## src/rtl/pll_reset_sequencer.sv

```systemverilog
// pll_reset_sequencer
// Qualifies the PLL lock flag, holds the system in reset until lock has
// been stable long enough, then releases a clean synchronous reset and
// produces the CPU clock-enable. Loss of lock re-asserts reset at once and
// leaves a sticky lock_lost flag behind.
module pll_reset_sequencer #(
    parameter int LOCK_STABLE_CYCLES = 1024,
    parameter int RST_HOLD_CYCLES    = 16,
    parameter int CE_DIV             = 10,
    parameter int CNT_W              = 16
) (
    input  logic clk,
    input  logic reset_n,
    input  logic pll_locked,
    input  logic clear_lost,
    output logic sys_reset_n,
    output logic ready,
    output logic cpu_ce,
    output logic lock_lost
);

    localparam int DIV_W = $clog2(CE_DIV);

    localparam logic [CNT_W-1:0] STABLE_LAST = CNT_W'(LOCK_STABLE_CYCLES - 1);
    localparam logic [CNT_W-1:0] HOLD_LAST   = CNT_W'(RST_HOLD_CYCLES - 1);
    localparam logic [DIV_W-1:0] DIV_LAST    = DIV_W'(CE_DIV - 1);

    localparam logic [1:0] WAIT_LOCK = 2'd0;
    localparam logic [1:0] STABLE    = 2'd1;
    localparam logic [1:0] HOLD      = 2'd2;
    localparam logic [1:0] RUN       = 2'd3;

    logic             sync_meta;
    logic             locked_s;
    logic [1:0]       state;
    logic [1:0]       state_nxt;
    logic [CNT_W-1:0] cnt;
    logic [CNT_W-1:0] cnt_nxt;
    logic             lost_set;
    logic             stay_run;
    logic [DIV_W-1:0] div;
    logic             run_q;

    // Two-flop synchronizer bringing the asynchronous lock flag into clk.
    always_ff @(posedge clk or negedge reset_n) begin
        if (!reset_n) begin
            sync_meta <= 1'b0;
            locked_s  <= 1'b0;
        end else begin
            sync_meta <= pll_locked;
            locked_s  <= sync_meta;
        end
    end

    // Next-state and shared counter logic for lock qualification.
    always_comb begin
        state_nxt = state;
        cnt_nxt   = cnt;
        lost_set  = 1'b0;
        case (state)
            WAIT_LOCK: begin
                cnt_nxt = '0;
                if (locked_s) begin
                    state_nxt = STABLE;
                end
            end
            STABLE: begin
                if (!locked_s) begin
                    state_nxt = WAIT_LOCK;
                    cnt_nxt   = '0;
                end else if (cnt == STABLE_LAST) begin
                    state_nxt = HOLD;
                    cnt_nxt   = '0;
                end else begin
                    cnt_nxt = cnt + 1'b1;
                end
            end
            HOLD: begin
                if (!locked_s) begin
                    state_nxt = WAIT_LOCK;
                    cnt_nxt   = '0;
                end else if (cnt == HOLD_LAST) begin
                    state_nxt = RUN;
                    cnt_nxt   = '0;
                end else begin
                    cnt_nxt = cnt + 1'b1;
                end
            end
            RUN: begin
                cnt_nxt = '0;
                if (!locked_s) begin
                    state_nxt = WAIT_LOCK;
                    lost_set  = 1'b1;
                end
            end
            default: begin
                state_nxt = WAIT_LOCK;
                cnt_nxt   = '0;
            end
        endcase
    end

    assign stay_run = (state == RUN) && (state_nxt == RUN);

    // State and counter registers.
    always_ff @(posedge clk or negedge reset_n) begin
        if (!reset_n) begin
            state <= WAIT_LOCK;
            cnt   <= '0;
        end else begin
            state <= state_nxt;
            cnt   <= cnt_nxt;
        end
    end

    // Registered RUN decode so reset release and ready change exactly at the RUN boundaries.
    always_ff @(posedge clk or negedge reset_n) begin
        if (!reset_n) begin
            run_q <= 1'b0;
        end else begin
            run_q <= (state_nxt == RUN);
        end
    end

    assign sys_reset_n = run_q;
    assign ready       = run_q;

    // CPU clock-enable divider; idle at zero outside RUN, pulse on wrap.
    always_ff @(posedge clk or negedge reset_n) begin
        if (!reset_n) begin
            div    <= '0;
            cpu_ce <= 1'b0;
        end else if (stay_run) begin
            div    <= (div == DIV_LAST) ? '0 : div + 1'b1;
            cpu_ce <= (div == DIV_LAST);
        end else begin
            div    <= '0;
            cpu_ce <= 1'b0;
        end
    end

    // Sticky lock-loss flag; a new loss wins over a simultaneous clear.
    always_ff @(posedge clk or negedge reset_n) begin
        if (!reset_n) begin
            lock_lost <= 1'b0;
        end else if (lost_set) begin
            lock_lost <= 1'b1;
        end else if (clear_lost) begin
            lock_lost <= 1'b0;
        end
    end

endmodule

```

## config.mk

```make
export PLATFORM = sky130hd
export DESIGN_NAME = pll_reset_sequencer
export DESIGN_NICKNAME = d
export VERILOG_FILES = /design/src/rtl/pll_reset_sequencer.sv
export SDC_FILE = /design/constraint.sdc
export NUM_CORES = 1
export LEC_CHECK = 0
export ABC_CLOCK_PERIOD_IN_PS = 2000
export CAP_MARGIN = 0
export CELL_PAD_IN_SITES_DETAIL_PLACEMENT = 0
export CELL_PAD_IN_SITES_GLOBAL_PLACEMENT = 1
export CORE_ASPECT_RATIO = 1.75
export CORE_UTILIZATION = 45
export DETAILED_ROUTE_END_ITERATION = 8
export GPL_TIMING_DRIVEN = 0
export HOLD_SLACK_MARGIN = 0.1
export PLACE_DENSITY_LB_ADDON = 0.2
export REMOVE_ABC_BUFFERS = 1
export SLEW_MARGIN = 10
export SYNTH_ARGS = -nofsm -noshare
export SYNTH_HDL_FRONTEND = slang
export SYNTH_SLANG_ARGS = --single-unit
```

## constraint.sdc

```tcl
create_clock -name clk -period 2 [get_ports clk]
set_clock_uncertainty 0.2 [all_clocks]
set_input_delay 0.5 -clock clk [delete_from_list [all_inputs] [get_ports clk]]
set_output_delay 0.5 -clock clk [all_outputs]
set_load 0.03 [all_outputs]
```

==> results.md, run 1 <==
* Status: finished, final reports clean
* Max-slew violations at 0
* Syn Std Cell Area at 0.00129 mm²
* Reg clk slew, reported paths at 0.09 ns
* Synth Warn # at 0
* I/O pin count at 8
* Num CTS Buffers at 3
* Period minus WS final at 1.95 ns
* Drt first pass iters at 4
* Worst slew pin tran at 0.580 ns
* Post-synthesis simple-gate area fraction at a little over a quarter
* Largest stage delay, worst path at 0.66 ns
* Final Cell Area at 0.00144 mm²
* Yosys cell types at 28
* Area growth, synth to finish at 11.5%
* Max cap viols at 0
* Layout fillers at 266
* Die height at 72.9 µm
* Min-delay worst type: register to register
* N_diodes at 0
* Synth Area in Compound Gates at 4.16%
* Pwr Density at approximately 620 mW/mm²
* Max frequency at 0.513 GHz
* Post-synthesis mux area share at 0%
* Synth Instances at 121
* Via count at ~880
* P_leak at between 0.6 and 0.7 nW
* Critical path class: register to output port
* HPWL Detailed at about 1600 µm
* Final worst slack at 0.0525 ns
* Final ANT Viol Nets at 0
* Initial core utilization at 47.5%
* Final global-route overflow total at 0
* Final hold vios at 0
* GPL Wtd Cong at 0.736
* Core ar. at 0.00272 mm²
* Number of synthesized flops with an enable pin at 0
* Final TNS setup at 0 ns
* H-tree depth at 1
* Critical-path maximum fanout at 1
* Slew headroom at approximately three fifths
* Die width at ~43 µm
* Crit start category: register
* DP Worst Slack at -0.156 ns
* Final period util at 97.4%
* CTS tree: yes
* Number of synthesized register bits at 27
* Main combinational cell family by area after synthesis: simple AND/OR/NAND/NOR gates
* Register area share after synthesis at 52.2%
* Post-Place Cell Area at ~0.0014 mm²
* Post-Synth Adder-Cell Area at 2.90%
* Most used flip-flop cell after synthesis: dfrtp_1
* Vias in the first global route at 922
* Row Count at 25
* Clock latency on the worst-skew pair at 0.26 ns
* Post-synth ARST share at 100%
* CP required at 1.30 ns
* Dpl cells at 151
* Overall Global Routing Usage at 17.8%
* Share of cells above drive strength 1 at 6.15%
* WP buf/inv at 1
* Layout Cells excl Fill at 157
* Fin util at 53.0%
* Maximum root-to-sink buffer count at 2
* Clock Root Buffer: clkbuf_8
* Slowest cell on crit path: clkdlybuf4s50_1
* Peak VDD IR at 0.485 mV
* Syn Area/Cell at about 11 µm²
* Largest net degree at the start of global routing at 28
* Critical Path Sink Type: output port
* PortBufs at 7
* Die area at just over 0.003 mm²
* Critical-path cell list: clkdlybuf4s50_1
* Crit-path leading delay family: buffers and inverters
* Starting DRT DRC Count at 8
* Via-to-Cell Ratio at approximately 5.6
* Final setup viols at 0
* # clock sinks at 27
* Global-route wire length before repair at 4270 µm
* XOR/XNOR share of the synthesized area at 10.8%
* Layout Nets at between 100 and 150
* Drt wl/cell at between 10 and 15 µm
* Critical path arrival at 1.25 ns
* Post-route DRC at 0
* Routed WL at 2220 µm
* Initial antenna violation count at 0
## metal layers
metal  track usage (%)  wire (µm)  vias to the layer above
met1              20.5        929                      440
met3              1.49         39                        2
li1                  -          -                      435
met2              33.2       1220                        7
met4              7.29         31                        0
met5                 0          0                        -
## cell usage after synthesis (2+ instances only)
cell type	instances	area share (%)
xor2_1	6	4.1
nand2_1	7	2.0
nand3_1	4	1.5
xnor2_1	10	6.8
buf_6	2	1.7
nor2_1	24	7.0
nor4_1	4	1.9
dfrtp_1	27	52
nand4_1	8	3.9
ha_1	3	2.9
nor3_1	2	0.77
inv_1	3	0.87
and4_1	4	2.7
and3_1	3	1.5
## layout make-up
| type | instances | area, µm² | share of cell area (%) |
|---|---|---|---|
| flip-flops and latches | 27 | 676 | 46.8 |
| inverters | 3 | 11.3 | 0.781 |
| clock buffers | 4 | 45.0 | 3.12 |
| well taps | 27 | 33.8 | 2.34 |
| repair buffers | 9 | 103 | 7.11 |
| multi-input cells | 87 | 574 | 39.8 |
## worst register-to-register path, stage by stage (launching register included)
cell and delay, ns:
dfrtp_1 0.42, ha_1 0.24, and4_4 0.29, nand4_1 0.16
a22oi_4 0.25, buf_12 0.16, nor2_1 0.06
## report_power, final
group          switching (mW)  internal [mW]  total [mW]
Combinational          0.0190         0.0145      0.0335
Sequential            0.00595          0.550       0.556
Clock                   0.156          0.142       0.298
## sequential cells by signal (all words and copies together), names as in the netlist
register / count
cnt: 16
ready: 1
sync_meta: 1
div: 4
cpu_ce: 1
lock_lost: 1
state: 2
locked_s: 1
## per-stage QoR
stage / hold WS [ns] / power (mW)
global placement: 0.133 / 0.597
floorplan: 0.00441 / 0.576
CTS: 0.163 / 0.901
global route: 0.169 / 0.926
detailed placement: 0.142 / 0.598
finish: 0.160 / 0.888
## path summary, 6_finish.rpt
check / endpoint / cells past startpoint / from / slack (ns)
worst max register to register: cnt[8] / 6 / cnt[0] / 0.13
worst min-delay path: locked_s / 0 / sync_meta / 0.16
min in group asynchronous: div[2] / 2 / reset_n / 0.57
worst max-delay path: cpu_ce / 1 / cpu_ce / 0.05
worst min register to register: locked_s / 0 / sync_meta / 0.16
max in group asynchronous: cpu_ce / 2 / reset_n / 0.65
## kinds of logic after synthesis
group,count (synthesis)
AOI/OAI and AO/OA,5
xor gates and xnor gates,16
adders and majority gates,3
buffers and inverters,7
DFF,27
and+or+nand+nor,63
## cell usage in the layout, fill, tap and decap left out, types with 2 or more instances in the layout
master and instances:
dfrtp_1 27, nor2_1 24, xnor2_1 10, nand4_1 8, nand2_1 7, xor2_1 6, nor4_1 4, nand3_1 4
and4_1 3, and3_1 3, inv_1 3, ha_1 3, clkbuf_8 3, clkdlybuf4s50_1 3, dlymetal6s2s_1 3, nor3_1 2
## what timing repair did
action	CTS	global route
setup buffers	1	0
pin swaps	1	0
hold endpoints to repair	0	27
hold buffers	0	1
setup endpoints to repair	16	20
gates resized for setup	0	5
Power figures use the tool's default switching activity.
==> inputs of run 2 (changes only) <==
--- a/config.mk
+++ b/config.mk
@@ -12,6 +12,7 @@
 export CORE_ASPECT_RATIO = 1.75
 export CORE_UTILIZATION = 45
 export DETAILED_ROUTE_END_ITERATION = 8
+export GPL_ROUTABILITY_DRIVEN = 0
 export GPL_TIMING_DRIVEN = 0
 export HOLD_SLACK_MARGIN = 0.1
 export PLACE_DENSITY_LB_ADDON = 0.2
==> results of run 2 <==
Final layout, timing and power as in run 1 (identical DEF).
==> inputs of run 3 (changes only) <==
--- a/config.mk
+++ b/config.mk
@@ -10,7 +10,7 @@
 export CELL_PAD_IN_SITES_DETAIL_PLACEMENT = 0
 export CELL_PAD_IN_SITES_GLOBAL_PLACEMENT = 1
 export CORE_ASPECT_RATIO = 1.75
-export CORE_UTILIZATION = 45
+export CORE_UTILIZATION = 25
 export DETAILED_ROUTE_END_ITERATION = 8
 export GPL_ROUTABILITY_DRIVEN = 0
 export GPL_TIMING_DRIVEN = 0
==> run 3 against run 2 <==
Compared with the run above:
- global-route usage decreased by 7.6 points
- largest power group unchanged
- combinational power increased by 7.2%
- flip-flop and latch count unchanged
- worst hold slack got worse by 0.0045 ns
- critical endpoint is now cnt[3]
- fmax increased by 2.4%
- utilization decreased by 23 points
- sequential power about the same
==> results.md, run 3 (same netlist as run 1, synthesis figures left out) <==
* Final setup viols at 0 (unchanged)
* Setup crit start: cnt[0]
* Max-slew violations at 0 (unchanged)
* Final global-route overflow total at 0 (unchanged)
* Global-route wire length before repair at 4310 µm (+0.80%)
* Critical path arrival at 1.87 ns (+0.62 ns)
* Initial core utilization at 26.0% (-22 points)
* Worst hold margin at 0.156 ns (-0.00452 ns)
* P_leak at 0.660 nW (+1.4%)
* Overall Global Routing Usage at 10.2% (-7.6 points)
* I/O pin count at 8 (unchanged)
* CTS tree: yes
* Status: finished, final reports clean
* Commonest non-fill, non-tap cell in the layout: dfrtp_1
* Initial antenna violation count at 0 (unchanged)
* Period minus WS final at 1.90 ns (-0.0452 ns)
* R2r startpoint: cnt[0]
* Min-delay worst type: register to register
* Clock latency on the worst-skew pair at 0.27 ns (about the same)
* RSZ-0062 raised after global routing: false
* Layout Nets at 139 (+0.72%)
* Dpl cells at 178 (+18%)
* Core ar. at 0.00498 mm² (+83%)
* Peak VDD IR at 0.325 mV (-33%)
* Largest regs: cnt x16, div x4, state x2
* Drt wl/cell at 13.5 µm (-4.3%)
* Pwr Density at 603 mW/mm² (-2.0%)
* Layout Cells excl Fill at 185 (+18%)
* Final ANT Viol Nets at 0 (unchanged)
* Clock Root Buffer: clkbuf_8
* H-tree depth at 1 (unchanged)
* Largest reg by FF count: cnt
* Slowest cell on crit path: dfrtp_1
* # clock sinks at 27 (unchanged)
* Critical-path maximum fanout at 6 (+5)
* Reg2reg path depth at 6 (unchanged)
* Critical-path cell list: ha_1 -> and4_4 -> nand4_1 -> a22oi_4 -> buf_4 -> nor2_1
* Die area at 0.00548 mm² (+77%)
* Largest stage delay, worst path at 0.43 ns (-0.23 ns)
* Area growth, synth to finish at 14.6%
* Final hold vios at 0 (unchanged)
* Via-to-Cell Ratio at 4.79 (-15%)
* Final Cell Area at 0.00148 mm² (+2.8%)
* Flop-to-flop setup slack at 0.1 ns (-0.03 ns)
* Drt first pass iters at 4 (unchanged)
* Critical path class: register to register
* Critical Path Sink Type: register
* Layout fillers at 535 (+100%)
* Max reg flops at 16 (unchanged)
* Die width at 56.4 µm (+33%)
* Commonest cells after routing, fill and taps aside: 27 x dfrtp_1, 24 x nor2_1, 10 x xnor2_1
* Worst slew pin tran at 0.598 ns (+0.0176 ns)
* Row Count at 34 (+36%)
* Slew headroom at 60.1% (-1.2 points)
* Post-route DRC at 0 (unchanged)
* Final period util at 95.1% (-2.3 points)
* PortBufs at 7 (unchanged)
* N_diodes at 0 (unchanged)
* Max cap viols at 0 (unchanged)
* Post-Place Cell Area at 0.00140 mm² (+2.5%)
* Via count at 886 (+0.23%)
* Fin util at 29.8% (-23 points)
* Maximum root-to-sink buffer count at 2 (unchanged)
* Share of cells above drive strength 1 at 6.87% (+0.72 points)
* Max frequency at 0.526 GHz (+2.4%)
* RR Endpoint: cnt[3]
* Reg clk slew, reported paths at 0.09 ns (about the same)
* Crit start category: register
* Total power at 894 µW (+0.73%)
* Routed WL at 2500 µm (+13%)
* Crit path to: cnt[3]
* Die height at 97.2 µm (+33%)
* Num CTS Buffers at 3 (unchanged)
* Vias in the first global route at 905 (-1.8%)
* Largest net degree at the start of global routing at 28 (unchanged)
* CP required at 1.97 ns (+0.67 ns)
* Starting DRT DRC Count at 27 (+19)
* HPWL Detailed at 1830 µm (+14%)
-- run 3: final cells by class --
cell class                      instances  area [µm²]  area share [%]
Tap cell                               54        67.6            4.56
Inverter                                3        11.3           0.759
Multi-Input combinational cell         87         574            38.7
Timing Repair Buffer                   10         109            7.34
Sequential cell                        27         676            45.6
Clock buffer                            4        45.0            3.04
-- run 3: per-stage QoR --
step,setup TNS [ns],setup slack (ns)
after floorplan,0,0.251
after global placement,-6.49,-0.174
after detailed placement,-7.26,-0.194
after CTS,0,0.00284
after global routing,0,0.00665
final,0,0.0976
-- run 3: worst min path at each step --
| stage | depth (start not counted) | startpoint | slack (ns) | endpoint |
|---|---|---|---|---|
| floorplan | 0 | reset_n | 0.004 | cnt[0] |
| global placement | 0 | sync_meta | 0.14 | locked_s |
| detailed placement | 0 | sync_meta | 0.14 | locked_s |
| CTS | 0 | sync_meta | 0.16 | locked_s |
| global route | 0 | sync_meta | 0.18 | locked_s |
| finish | 0 | sync_meta | 0.16 | locked_s |
-- run 3: layer usage --
| metal | GRT usage (%) | routed length (µm) | vias to the layer above |
|---|---|---|---|
| met5 | 0 | 0 | - |
| met4 | 5.25 | 48 | 0 |
| met3 | 1.60 | 67 | 4 |
| met2 | 18.5 | 1430 | 14 |
| met1 | 11.2 | 950 | 431 |
| li1 | - | - | 437 |
-- run 3: timing repair --
action,4_1_cts,5_1_grt
gates resized for setup,2,4
setup buffers,2,0
endpoints found under the hold margin,0,27
pin swaps,1,0
setup endpoints to repair,17,21
hold buffers,0,1
-- run 3: power by group --
| part | internal (mW) | switching (mW) | total, mW |
|---|---|---|---|
| logic | 0.0158 | 0.0201 | 0.0359 |
| registers | 0.550 | 0.00598 | 0.556 |
| clock network | 0.143 | 0.159 | 0.302 |
| total | 0.709 | 0.185 | 0.894 |
-- run 3: worst max-delay path, delay by kind of cell, from the launching register on --
family	cells	cell delay, ns
DFF	1	0.43
and+or+nand+nor	3	0.50
adders and majority gates	1	0.24
buffers and inverters	1	0.17
AOI/OAI and AO/OA	1	0.27
